**config.mk**
```make
export PLATFORM = sky130hd
export DESIGN_NAME = imem_fetch_ctrl
export DESIGN_NICKNAME = d
export VERILOG_FILES = /design/src/rtl/imem_fetch_ctrl.sv
export SDC_FILE = /design/constraint.sdc
export NUM_CORES = 1
export LEC_CHECK = 0
export CORE_MARGIN = 4
export CORE_UTILIZATION = 49
export CTS_BUF_LIST = sky130_fd_sc_hd__clkbuf_8 sky130_fd_sc_hd__clkbuf_16
export CTS_CLUSTER_DIAMETER = 40
export DETAILED_ROUTE_END_ITERATION = 6
export PLACE_DENSITY = 0.88
export SLEW_MARGIN = 20
export SYNTH_ARGS = -nofsm -noshare
export SYNTH_HDL_FRONTEND = slang
export SYNTH_SLANG_ARGS = --single-unit
```
**constraint.sdc**
```tcl
create_clock -name clk -period 3.25 [get_ports clk]
set_input_delay 0.65 -clock clk [delete_from_list [all_inputs] [get_ports clk]]
set_output_delay 0.65 -clock clk [all_outputs]
set_load 0.05 [all_outputs]
```
**src/rtl/imem_fetch_ctrl.sv**
```systemverilog
// Instruction fetch controller: sequential fetch from a word-addressed
// instruction memory into a single-entry output stage, with redirect,
// EBREAK halt/resume and an end-of-memory fault state.
module imem_fetch_ctrl #(
    parameter logic [31:0] RESET_PC   = 32'h0000_0000,
    parameter int unsigned IMEM_WORDS = 256
) (
    input  logic        clk,
    input  logic        rst,
    input  logic        redirect_valid,
    input  logic [31:0] redirect_pc,
    input  logic        resume,
    output logic [7:0]  imem_addr,
    input  logic [31:0] imem_data,
    output logic        out_valid,
    input  logic        out_ready,
    output logic [31:0] out_instr,
    output logic [31:0] out_pc,
    output logic        halted,
    output logic        fault,
    output logic        misalign
);

    localparam logic [31:0] PC_LIMIT = 32'(4 * IMEM_WORDS);
    localparam logic [31:0] EBREAK   = 32'h0010_0073;

    typedef enum logic [1:0] {
        ST_RUN   = 2'd0,
        ST_HALT  = 2'd1,
        ST_FAULT = 2'd2
    } state_t;

    state_t      state;
    state_t      state_next;
    logic [31:0] pc;
    logic        slot_free_c;
    logic        in_range_c;
    logic        fetch_c;
    logic        clear_c;

    assign imem_addr   = pc[9:2];
    assign slot_free_c = !out_valid || out_ready;
    assign in_range_c  = (pc < PC_LIMIT);

    // State register.
    always_ff @(posedge clk) begin
        if (rst) begin
            state <= ST_RUN;
        end else begin
            state <= state_next;
        end
    end

    // Next-state: redirect overrides everything, then resume, then EBREAK/fault.
    always_comb begin
        state_next = state;
        if (redirect_valid) begin
            state_next = ST_RUN;
        end else begin
            case (state)
                ST_RUN: begin
                    if (slot_free_c) begin
                        if (!in_range_c) begin
                            state_next = ST_FAULT;
                        end else if (imem_data == EBREAK) begin
                            state_next = ST_HALT;
                        end
                    end
                end
                ST_HALT: begin
                    if (resume) begin
                        state_next = ST_RUN;
                    end
                end
                ST_FAULT: begin
                    state_next = ST_FAULT;
                end
                default: begin
                    state_next = ST_RUN;
                end
            endcase
        end
    end

    // Output decode: fetch only in RUN with a free slot and an in-range pc.
    always_comb begin
        fetch_c = 1'b0;
        clear_c = 1'b0;
        if (redirect_valid) begin
            clear_c = 1'b1;
        end else if (state == ST_RUN && slot_free_c && in_range_c) begin
            fetch_c = 1'b1;
        end else if (slot_free_c) begin
            clear_c = 1'b1;
        end
    end

    // Datapath: pc, output stage and status flags.
    always_ff @(posedge clk) begin
        if (rst) begin
            pc        <= RESET_PC;
            out_valid <= 1'b0;
            out_instr <= 32'h0;
            out_pc    <= 32'h0;
            misalign  <= 1'b0;
            halted    <= 1'b0;
            fault     <= 1'b0;
        end else begin
            if (redirect_valid) begin
                pc <= {redirect_pc[31:2], 2'b00};
            end else if (fetch_c) begin
                pc <= pc + 32'd4;
            end

            if (fetch_c) begin
                out_valid <= 1'b1;
                out_instr <= imem_data;
                out_pc    <= pc;
            end else if (clear_c) begin
                out_valid <= 1'b0;
            end

            misalign <= redirect_valid && (redirect_pc[1:0] != 2'b00);
            halted   <= (state_next == ST_HALT);
            fault    <= (state_next == ST_FAULT);
        end
    end

endmodule

```
# Word level (Yosys, flattened, before mapping)
# Index checks and enable logic that the tools add are counted.
# classes
n_reduce_logical,10
shifts,0
add_sub_neg,1
n_div,0
mul,0
muxes,15
n_lt_le_gt_ge,1
bitwise_logic,0
eq_ne,5
# op_table
op,n
$mux W32,2
$add A32 B3 Y32 const B,1
$eq A32 B21 Y1 const B,1
$lt A32 B11 Y1 const B,1
$mux W2,5
$mux W1,7
$pmux W2 S3,1
$reduce_bool A2 Y1,3
$eq A2 B1 Y1 const B,2
$eq A2 B2 Y1 const B,2
$logic_and A1 B1 Y1,3
$logic_not A2 Y1,1
$reduce_or A2 Y1,1
$logic_not A1 Y1,1
$logic_or A1 B1 Y1,1
# word_totals
ff_bits,102
memories,0
rom_bits,0
mem_bits_rw,0
latchBits,0

# Longest topological paths before layout
# depth
word_depth,8
mapped_depth,6
mapped_depth_nobuf,5

# Least setup slack after synthesis
# No wires, ideal clock.
# synth_path
path_type,input to register
from,in redirect_valid
to,reg halted
path_stages,4
arrival_ns,1.802
path_buffers,1
path_slack_ns,1.373
cell_sequence,clkbuf_1 > or2_2 > or4_1 > o21ai_0
# synth_between
elab_chain_cells,2
# synth_rtl
element,line_no,rtl
from (decl),10,"input logic redirect_valid,"
$mux W2,57,if (redirect_valid) begin
$eq A2 B1 Y1,124,halted <= (state_next == ST_HALT);
to (signal assigned),124,
to (decl),19,"output logic halted,"
# No other way between the ends.
# A chain may end at the register's enable or synchronous reset.

# Worst setup path in the final report
# layout_path
from,reg pc[5]
to,out imem_addr[3]
# layout_lines
element,line_no,rtl
from (decl),35,logic [31:0] pc;
from (signal assigned),110,"pc <= {redirect_pc[31:2], 2'b00};"
from (signal assigned),112,pc <= pc + 32'd4;
to (decl),13,"output logic [7:0] imem_addr,"
# No word-level cell between the ends.

==> results.md <==
* Mux cell area share after synthesis at ~14%
* Reg clk slew, reported paths at ~100 ps
* Antenna cells at 0
* CTS resizes at 0
* Worst Reg2Reg Path Length in Cells at 5
* Layout Skew at ~16 ps
* Relative slew margins at 58.4%
* Io pins at ~150
* Worst setup EP type: output port
* Nets at 614
* Netlist cell types at between 40 and 50
* Crit path time final at roughly 2400 ps
* Placer Congestion at around 0.89
* Cell chain of the critical path: clkdlybuf4s50_1
* Hold-critical path depth at 2
* Post-Syn Area at ~4200 um^2
* Placed cell area at approximately 5600 um^2
* Post-synth ARST share at 0%
* Hold_sp: out_instr[0]
* XOR/XNOR share of the synthesized area at 0%
* # Post-CTS Setup Buffers at 0
* DRC at 0
* Synth Instances at ~420
* Post-synthesis average cell area at 9.99 um^2
* Worst Hold End: out_instr[0]
* DR WL/cell at ~15 um
* RR Startpoint: pc[25]
* Worst-margin pin slew at 616 ps
* Htree depth at 3
* Latest clock arrival within the worst-skew pair at roughly 370 ps
* Final Routed Wirelength at between 10000 and 15000 um
* Max Slew Vio Count at 0
* CP max FO at 8
* Status: finished clean
* Global routing usage on met1 at between 20% and 30%
* Fin Setup TNS at 0 ps
* Reg-to-reg slack, setup at between 1000 and 1500 ps
* Initial antenna violation count at 0
* Final hold viol count at 0
* Crit path depth at 1
* Dpl hpwl at approximately 7500 um
* Max cap viols at 0
* Die Footprint at 10200 um^2
* Critical Path Max Stage Delay at 900 ps
* Peak VDD IR at 0.339 mV
* Tcrit/Tclk final at about 74%
* Global route hottest layer: met2
* # clock sinks at 98
* Worst Path Arrival at 1760 ps
* Filler cells at around 650
* DRT antenna net count at 0
* Main combinational cell family by area after synthesis: simple AND/OR/NAND/NOR gates
* Die X-Extent at between 100 and 150 um
* Final setup violating endpoints at 0
* CP top delay family: buffers and inverters
* RSZ-0062 raised after global routing: no
* Vias in the first global route at between 3000 and 4000
* PortBufs at about 140
* First-pass GRT wire length at roughly 16000 um
* Crit path from: pc[5]
* GRT met3 Usage at 4.91%
* Area growth syn-to-layout at 37.4%
* DRT Pass-1 Iters at 4
* Die Y at just over 100 um
* Synth Area in Simple Gates at approximately 29%
* Top FF cell, synth: dfxtp_1
* Achievable Freq at ~0.42 GHz
* Ys Warns at 0
* Tot Pwr at roughly 0.0023 W
* Adder-cell share of the synthesized area at less than 1%
* Initial core utilization at 50.9%
* Total track usage at about a fifth
* R2r endpoint: out_instr[16]
* Post-CTS Hold Fix Bufs at 0
* Number of enable flip-flop cells after synthesis at 0
* CTS root buf: clkbuf_8
* TritonCTS clock tree: done
* CTS Buf Count at 9
* Critical path's slowest cell: clkdlybuf4s50_1
* WS Path Type: flip-flop to output port
* Row count at 33
* Hold Path Class: flip-flop to flip-flop
* Seq/Total Area, Yosys at 46.4%
* Final instance area at around 5800 um^2
* Overflow after GRT at 0
* First-iteration detailed-routing DRC count at 207
* Ratio of cells with drive above 1 in the final layout at under 10%
* Met2 Use GR at between 30% and 40%
* Largest net degree at the start of global routing at 63
* Vias per cell at 5.29
* Clock Path Buffers at 2
* Critical path startpoint category: flip-flop
* Synth Area in Compound Gates at approximately 4.5%
* Critical path buffers and inverters at 1
* FF+latch count, synth at ~100
* Leak pwr at 2.04 nW
* Worst path required time at ~2600 ps
* Vias post-DR at 3460
* Pwr dens at 403 nW/um^2
* Core box area at between 8000 and 9000 um^2
==> sequential cells by signal (all words and copies together), names as in the netlist <==
signal,cells
out_instr,32
halted,1
pc,30
out_valid,1
out_pc,30
misalign,1
state,2
fault,1
==> final cells by class <==
class                           count  area (um^2)  share of cell area (%)
Clock buffer                        9          124                    2.13
Clock inverter                      7         68.8                    1.19
Inverter                            6         22.5                   0.388
Multi-Input combinational cell    282         2030                    35.0
Sequential cell                    98         1960                    33.8
Tap cell                          105          131                    2.26
Timing Repair Buffer              147         1460                    25.2
==> tightest hold or removal path, cell delays in order (launching register included) <==
cell and delay [ps]:
dfxtp_1 320, nand2b_1 60, mux2i_1 50
==> report_power, final <==
part           internal [W]  switching [W]
sequential          0.00123      0.0000302
combinational      0.000161       0.000158
clock              0.000301       0.000459
total               0.00169       0.000647
==> synthesized netlist by cell type (all sizes together) (3+ instances only) <==
cell | number | area [um^2]
nor3 | 4 | 20.0
o21ai | 4 | 20.0
a31oi | 3 | 18.8
buf | 19 | 145
nand2 | 7 | 26.3
nor4 | 10 | 120
a21oi | 4 | 20.0
and2 | 3 | 18.8
or3 | 4 | 26.3
nor2 | 34 | 128
inv | 5 | 18.8
mux2i | 61 | 611
dfxtp | 98 | 1960
nor3b | 23 | 173
a311oi | 3 | 26.3
clkbuf | 19 | 71.3
nand4 | 8 | 65.1
nand2b | 81 | 507
nand3 | 5 | 25.0
==> placed cells by master, fill, tap and decap left out, types with 3 or more instances in the layout <==
cell type        netlist  routed
nor3b_1               23      23
nand4_1                7       7
buf_4                 10       5
nor3_1                 4       3
nand2b_1              81      81
inv_8                  0       3
a311oi_1               3       3
a21oi_1                4       4
or3_1                  3       3
clkinv_4               0       3
inv_1                  5       5
o21ai_0                4       4
nor2_1                34      34
clkdlybuf4s50_1        0     140
nand2_1                7       7
nand3_1                5       5
and2_1                 3       3
a31oi_1                3       3
mux2i_1               61      61
dfxtp_1               98      98
clkbuf_8               0       9
nor4_4                 3       3
nor4_1                 5       5
==> logic make-up (layout without fill, tap and decap cells) <==
kind of cell | Yosys count | in the layout
simple gates | 191 | 191
fa+ha+maj | 1 | 1
other cells | 1 | 2
mux | 61 | 61
flops | 98 | 98
buf+inv | 44 | 169
compound gates | 27 | 27
==> how the worst max path moves through the flow <==
stage                   end  slack (ps)
6_report       imem_addr[3]         840
2_1_floorplan        halted        1370
5_1_grt        imem_addr[3]         780
3_5_place_dp       state[0]         480
3_3_place_gp         halted         480
4_1_cts        imem_addr[3]         850
==> through the flow <==
stage / setup WS (ps) / hold WS, ps / cells / util, %
global route: 782 / 495 / 654 / 69.9
CTS: 848 / 479 / 654 / 69.9
global placement: 481 / 458 / 638 / 67.6
floorplan: 1370 / 461 / 424 / -
detailed placement: 480 / 463 / 638 / 67.6
finish: 841 / 475 / 654 / 69.9
==> per-layer routing <==
layer / part of all wire [%] / vias to the layer above / routed length [um]
li1: - / 1693 / -
met1: 43 / 1612 / 4270
met2: 48 / 135 / 4790
met3: 7.7 / 20 / 774
met4: 1.9 / 0 / 195
met5: 0 / - / 0
No activity file was read; power rests on OpenSTA's default activity.
==> edit 1, RTL diff (config.mk and constraints unchanged) <==
Re-encode `state_t` (3 states) as one-hot, 3 bits wide.
--- a/src/rtl/imem_fetch_ctrl.sv
+++ b/src/rtl/imem_fetch_ctrl.sv
@@ -26,6 +26,6 @@
 
-    typedef enum logic [1:0] {
-        ST_RUN   = 2'd0,
-        ST_HALT  = 2'd1,
-        ST_FAULT = 2'd2
+    typedef enum logic [2:0] {
+        ST_RUN   = 3'b001,
+        ST_HALT  = 3'b010,
+        ST_FAULT = 3'b100
     } state_t;
Check against the original RTL: no difference found for any inputs over 4 cycles, from zero or initial values and one cycle with rst high; so few cycles prove little.
==> edit 1 against the original RTL <==
Design area fell by 7.9%; total power fell by 2.1%; die area fell by 10%; count of clock-buffer cells in the layout did not move; critical path depth did not move; highest routed layer unchanged; routed wire length fell by 5.1%; worst setup slack improved by 0.062 ns; sequential cell count rose by 1; largest cell class is now sequential cells; global-route usage rose by 1.3 points; area after synthesis fell by 11%.
==> edit 1: results (changes against the original RTL) <==
{| class="wikitable"
! Metric !! Value
|-
| Static leakage || 1.941 nW (-5.1%)
|-
| Mux cell area share after synthesis || 0.06113 (-0.08342)
|-
| Number of nets at the end of the flow || 610 (-0.65%)
|-
| Number of inserted filler cells in the final layout || 563 (-14%)
|-
| Number of clock sinks || 99 (+1.0%)
|-
| Remaining max-slew budget at the tightest pin || 0.4925 (-0.09124)
|-
| Signal inverters || 3 (-3)
|-
| Worst VDD drop || 0.0003004 V (-11%)
|-
| Cell types occupying the most area after synthesis || sky130_fd_sc_hd__dfxtp_1, sky130_fd_sc_hd__nand2_1, sky130_fd_sc_hd__a21oi_1, sky130_fd_sc_hd__mux2i_1, sky130_fd_sc_hd__and2_1
|-
| Final estimated routing congestion in global placement || 0.8008 (-9.5%)
|-
| Final-layout non-clock buffer area share || 0.2710 (+0.01880)
|-
| Synth Instances || 415 (-1.9%)
|-
| Power Clock || 0.755 mW (-0.8%)
|-
| Multi-input gate share of the layout cell area || 0.2967 (-0.05333)
|-
| Combinational group power || 0.270 mW (-15%)
|-
| Post-synthesis share of cell area spent on full adders, half adders and majority gates || 0.003322 (+0.0003602)
|-
| Run status || completed
|-
| Clock buffer and inverter area fraction after layout || 0.03627 (+0.003077)
|-
| Compound-cell area share of the yosys netlist || 0.09402 (+0.04870)
|-
| Tot GR Track Use || 0.2094 (+0.01278)
|-
| Vias in the first global route || 3174 (-5.4%)
|-
| Global-route wire length before repair || 15.12 mm (-5.4%)
|-
| Maximum number of pins on one net before global-route repair || 76 (+21%)
|-
| Post-Layout Inst Area || 5346 um2 (-7.9%)
|-
| Total instance count after detailed placement || 628 (-1.6%)
|}
==> edit 1: cell count changes in the layout (fill, tap and decap cells not counted), sizes merged, moves of 4 or more <==
cell,unedited run,this run
nor4,10,19
and2,3,22
mux2i,61,23
a21oi,4,48
nand2b,81,3
nor3b,23,2
nand4,8,3
xnor2,0,4
nand2,7,85
==> edit 1: routing by layer <==
metal  vias to the layer above  part of all wire  GRT usage
li1                       1636                 -          -
met1                      1503              0.43     0.2689
met2                       132              0.46     0.3324
met3                         9             0.092    0.06314
met4                         0            0.0090    0.07583
met5                         -                 0          0
==> edit 1: final timing paths <==
| kind | from | end | slack (ns) | cells past startpoint |
|---|---|---|---|---|
| setup / recovery | pc[8] | imem_addr[6] | 0.90 | 1 |
| hold / removal | out_pc[9] | out_pc[9] | 0.46 | 2 |
| setup reg to reg | state[0] | out_instr[14] | 1.07 | 6 |
| hold reg to reg | out_pc[9] | out_pc[9] | 0.46 | 2 |
==> edit 2, RTL diff (config.mk and constraints unchanged) <==
Made on the original files. The parameter `IMEM_WORDS` goes from 256 to 128.
--- a/src/rtl/imem_fetch_ctrl.sv
+++ b/src/rtl/imem_fetch_ctrl.sv
@@ -5,3 +5,3 @@
     parameter logic [31:0] RESET_PC   = 32'h0000_0000,
-    parameter int unsigned IMEM_WORDS = 256
+    parameter int unsigned IMEM_WORDS = 128
 ) (
Check against the original RTL: not equivalent (Yosys sat finds a counterexample within 4 cycles, from zero or initial values and one cycle with rst high).
==> edit 2 against the original RTL <==
Clock power down 2.9%; first-iteration DRC count down 32%; routed wire length up 0.42%; sequential cell count unchanged; maximum frequency down 0.54%; total power down 1.5%; design area down 1.0%; area after synthesis down 1.1%; worst setup slack worse by 0.013 ns; highest routed layer unchanged; combinational power down 3%; hold slack worse by 0.00088 ns; cell count down 2.1%; non-clock buffer count down 2.
==> edit 2: results (changes against the original RTL) <==
{| class="wikitable"
! Metric !! Value
|-
| Largest fanout on the critical path || 8 (unchanged)
|-
| Remaining max-slew budget at the tightest pin || 0.5129 (-0.07080)
|-
| Count of buffers added by post-CTS timing repair for setup || 0 (unchanged)
|-
| Cells resized by post-CTS repair || 0 (unchanged)
|-
| Number of nets at the end of the flow || 600 (-2.3%)
|-
| Hpwl dp || 7.394 mm (-1.6%)
|-
| Unique masters post-synth || 47 (+6.8%)
|-
| Placeable Area || 8258 um2 (-0.50%)
|-
| Fin Clk Skew || 0.009054 ns (-0.006693 ns)
|-
| Clock root buffer master || sky130_fd_sc_hd__clkbuf_8
|-
| Tot GR Track Use || 0.1984 (+0.001764)
|-
| Drt wl/cell || 15.74 um (+2.6%)
|-
| Total of buffers placed on input and output ports || 142 (unchanged)
|-
| Mux cell area share after synthesis || 0.1560 (+0.01144)
|-
| Cell class contributing the biggest share of worst-path delay || buffers and inverters
|-
| Run status || completed
|-
| Initial drt markers || 141 (-32%)
|-
| Static leakage || 2.016 nW (-1.4%)
|-
| Number of cells on the worst reg-to-reg path || 5 (unchanged)
|-
| DR pass1 iterations || 4 (unchanged)
|-
| Final estimated routing congestion in global placement || 0.8122 (-8.3%)
|-
| Post-synthesis share of cell area spent on full adders, half adders and majority gates || 0.002994 (+0.00003193)
|-
| Cell depth of the worst min-delay path || 2 (unchanged)
|-
| Worst VDD drop || 0.0003107 V (-8.4%)
|-
| Post-Synth XOR/XNOR Area || 0.002096 (+0.002096)
|-
| Clk_lat worst skew || 0.35 ns (-0.02 ns)
|-
| Compound-cell area share of the yosys netlist || 0.03832 (-0.006997)
|-
| Proportion of synthesized flip-flops having asynchronous set or reset || 0 (unchanged)
|-
| Global-route wire length before repair || 16.12 mm (+0.78%)
|-
| DR vias || 3285 (-5.1%)
|-
| Inserted Clock Buffers || 9 (unchanged)
|-
| Maximum number of pins on one net before global-route repair || 90 (+43%)
|-
| Worst hold path type || register to register
|-
| Leading register cell type out of synthesis || sky130_fd_sc_hd__dfxtp_1
|-
| Leading cell types by count after synthesis || sky130_fd_sc_hd__dfxtp_1, sky130_fd_sc_hd__nand2b_1, sky130_fd_sc_hd__mux2i_1
|-
| Reg clk slew, reported paths || 0.09 ns
|-
| Number of inserted filler cells in the final layout || 641 (-1.5%)
|-
| Fraction of the yosys area taken by sequential cells || 0.4695 (+0.005006)
|-
| Cell types occupying the most area after synthesis || sky130_fd_sc_hd__dfxtp_1, sky130_fd_sc_hd__mux2i_1, sky130_fd_sc_hd__nand2b_1, sky130_fd_sc_hd__nor3b_1, sky130_fd_sc_hd__nor2_1
|-
| Cell type of the slowest stage on the worst timing path || sky130_fd_sc_hd__clkdlybuf4s50_1
|-
| Layout cells sized above 1 || 0.06168 (-0.0002485)
|}
-- edit 2: metrics by stage --
stage / utilization / power, mW / std cells / instance area [um2] / setup slack (ns)
after detailed placement: 0.6732 / 1.594 / 624 / 5559 / 0.6571
after global placement: 0.6732 / 1.585 / 624 / 5559 / 0.7181
after floorplan: - / 1.465 / 410 / 4183 / 1.380
after global routing: 0.6956 / 2.408 / 640 / 5744 / 0.7443
after CTS: 0.6956 / 2.333 / 640 / 5744 / 0.7832
final: 0.6956 / 2.304 / 640 / 5744 / 0.8276
-- edit 2: layer usage --
metal	vias to the layer above	GRT usage	part of all wire
met3	9	0.05768	0.077
met4	0	0.06839	0.012
met5	-	0	0
met1	1535	0.2493	0.44
li1	1634	-	-
met2	107	0.3257	0.47
-- edit 2: worst paths after layout --
check | end | startpoint | slack [ns]
min | out_instr[9] | out_instr[9] | 0.47
max reg2reg | out_instr[28] | pc[27] | 1.25
max | imem_addr[2] | pc[4] | 0.83
min reg2reg | out_instr[9] | out_instr[9] | 0.47
-- edit 2: report_power, final --
part	switching [mW]	total (mW)	internal, mW
logic	0.151	0.309	0.158
clock network	0.447	0.739	0.292
registers	0.0277	1.26	1.23
total	0.625	2.30	1.68
-- edit 2: final cells by class --
class	instances	area [um2]	share of cell area
clock buffer	9	123.9	0.02156
inverter	4	15.01	0.002614
multi-input combinational	272	2002	0.3485
tap	105	131.4	0.02287
sequential	98	1962	0.3415
clock inverter	7	61.31	0.01067
timing repair buffer	145	1449	0.2522
-- edit 2: cells by family after synthesis --
kind of cell | count (synthesis)
fa+ha+maj | 1
mux | 65
xor+xnor | 1
simple gates | 181
compound gates | 22
buf+inv | 40
flops | 98
other cells | 1
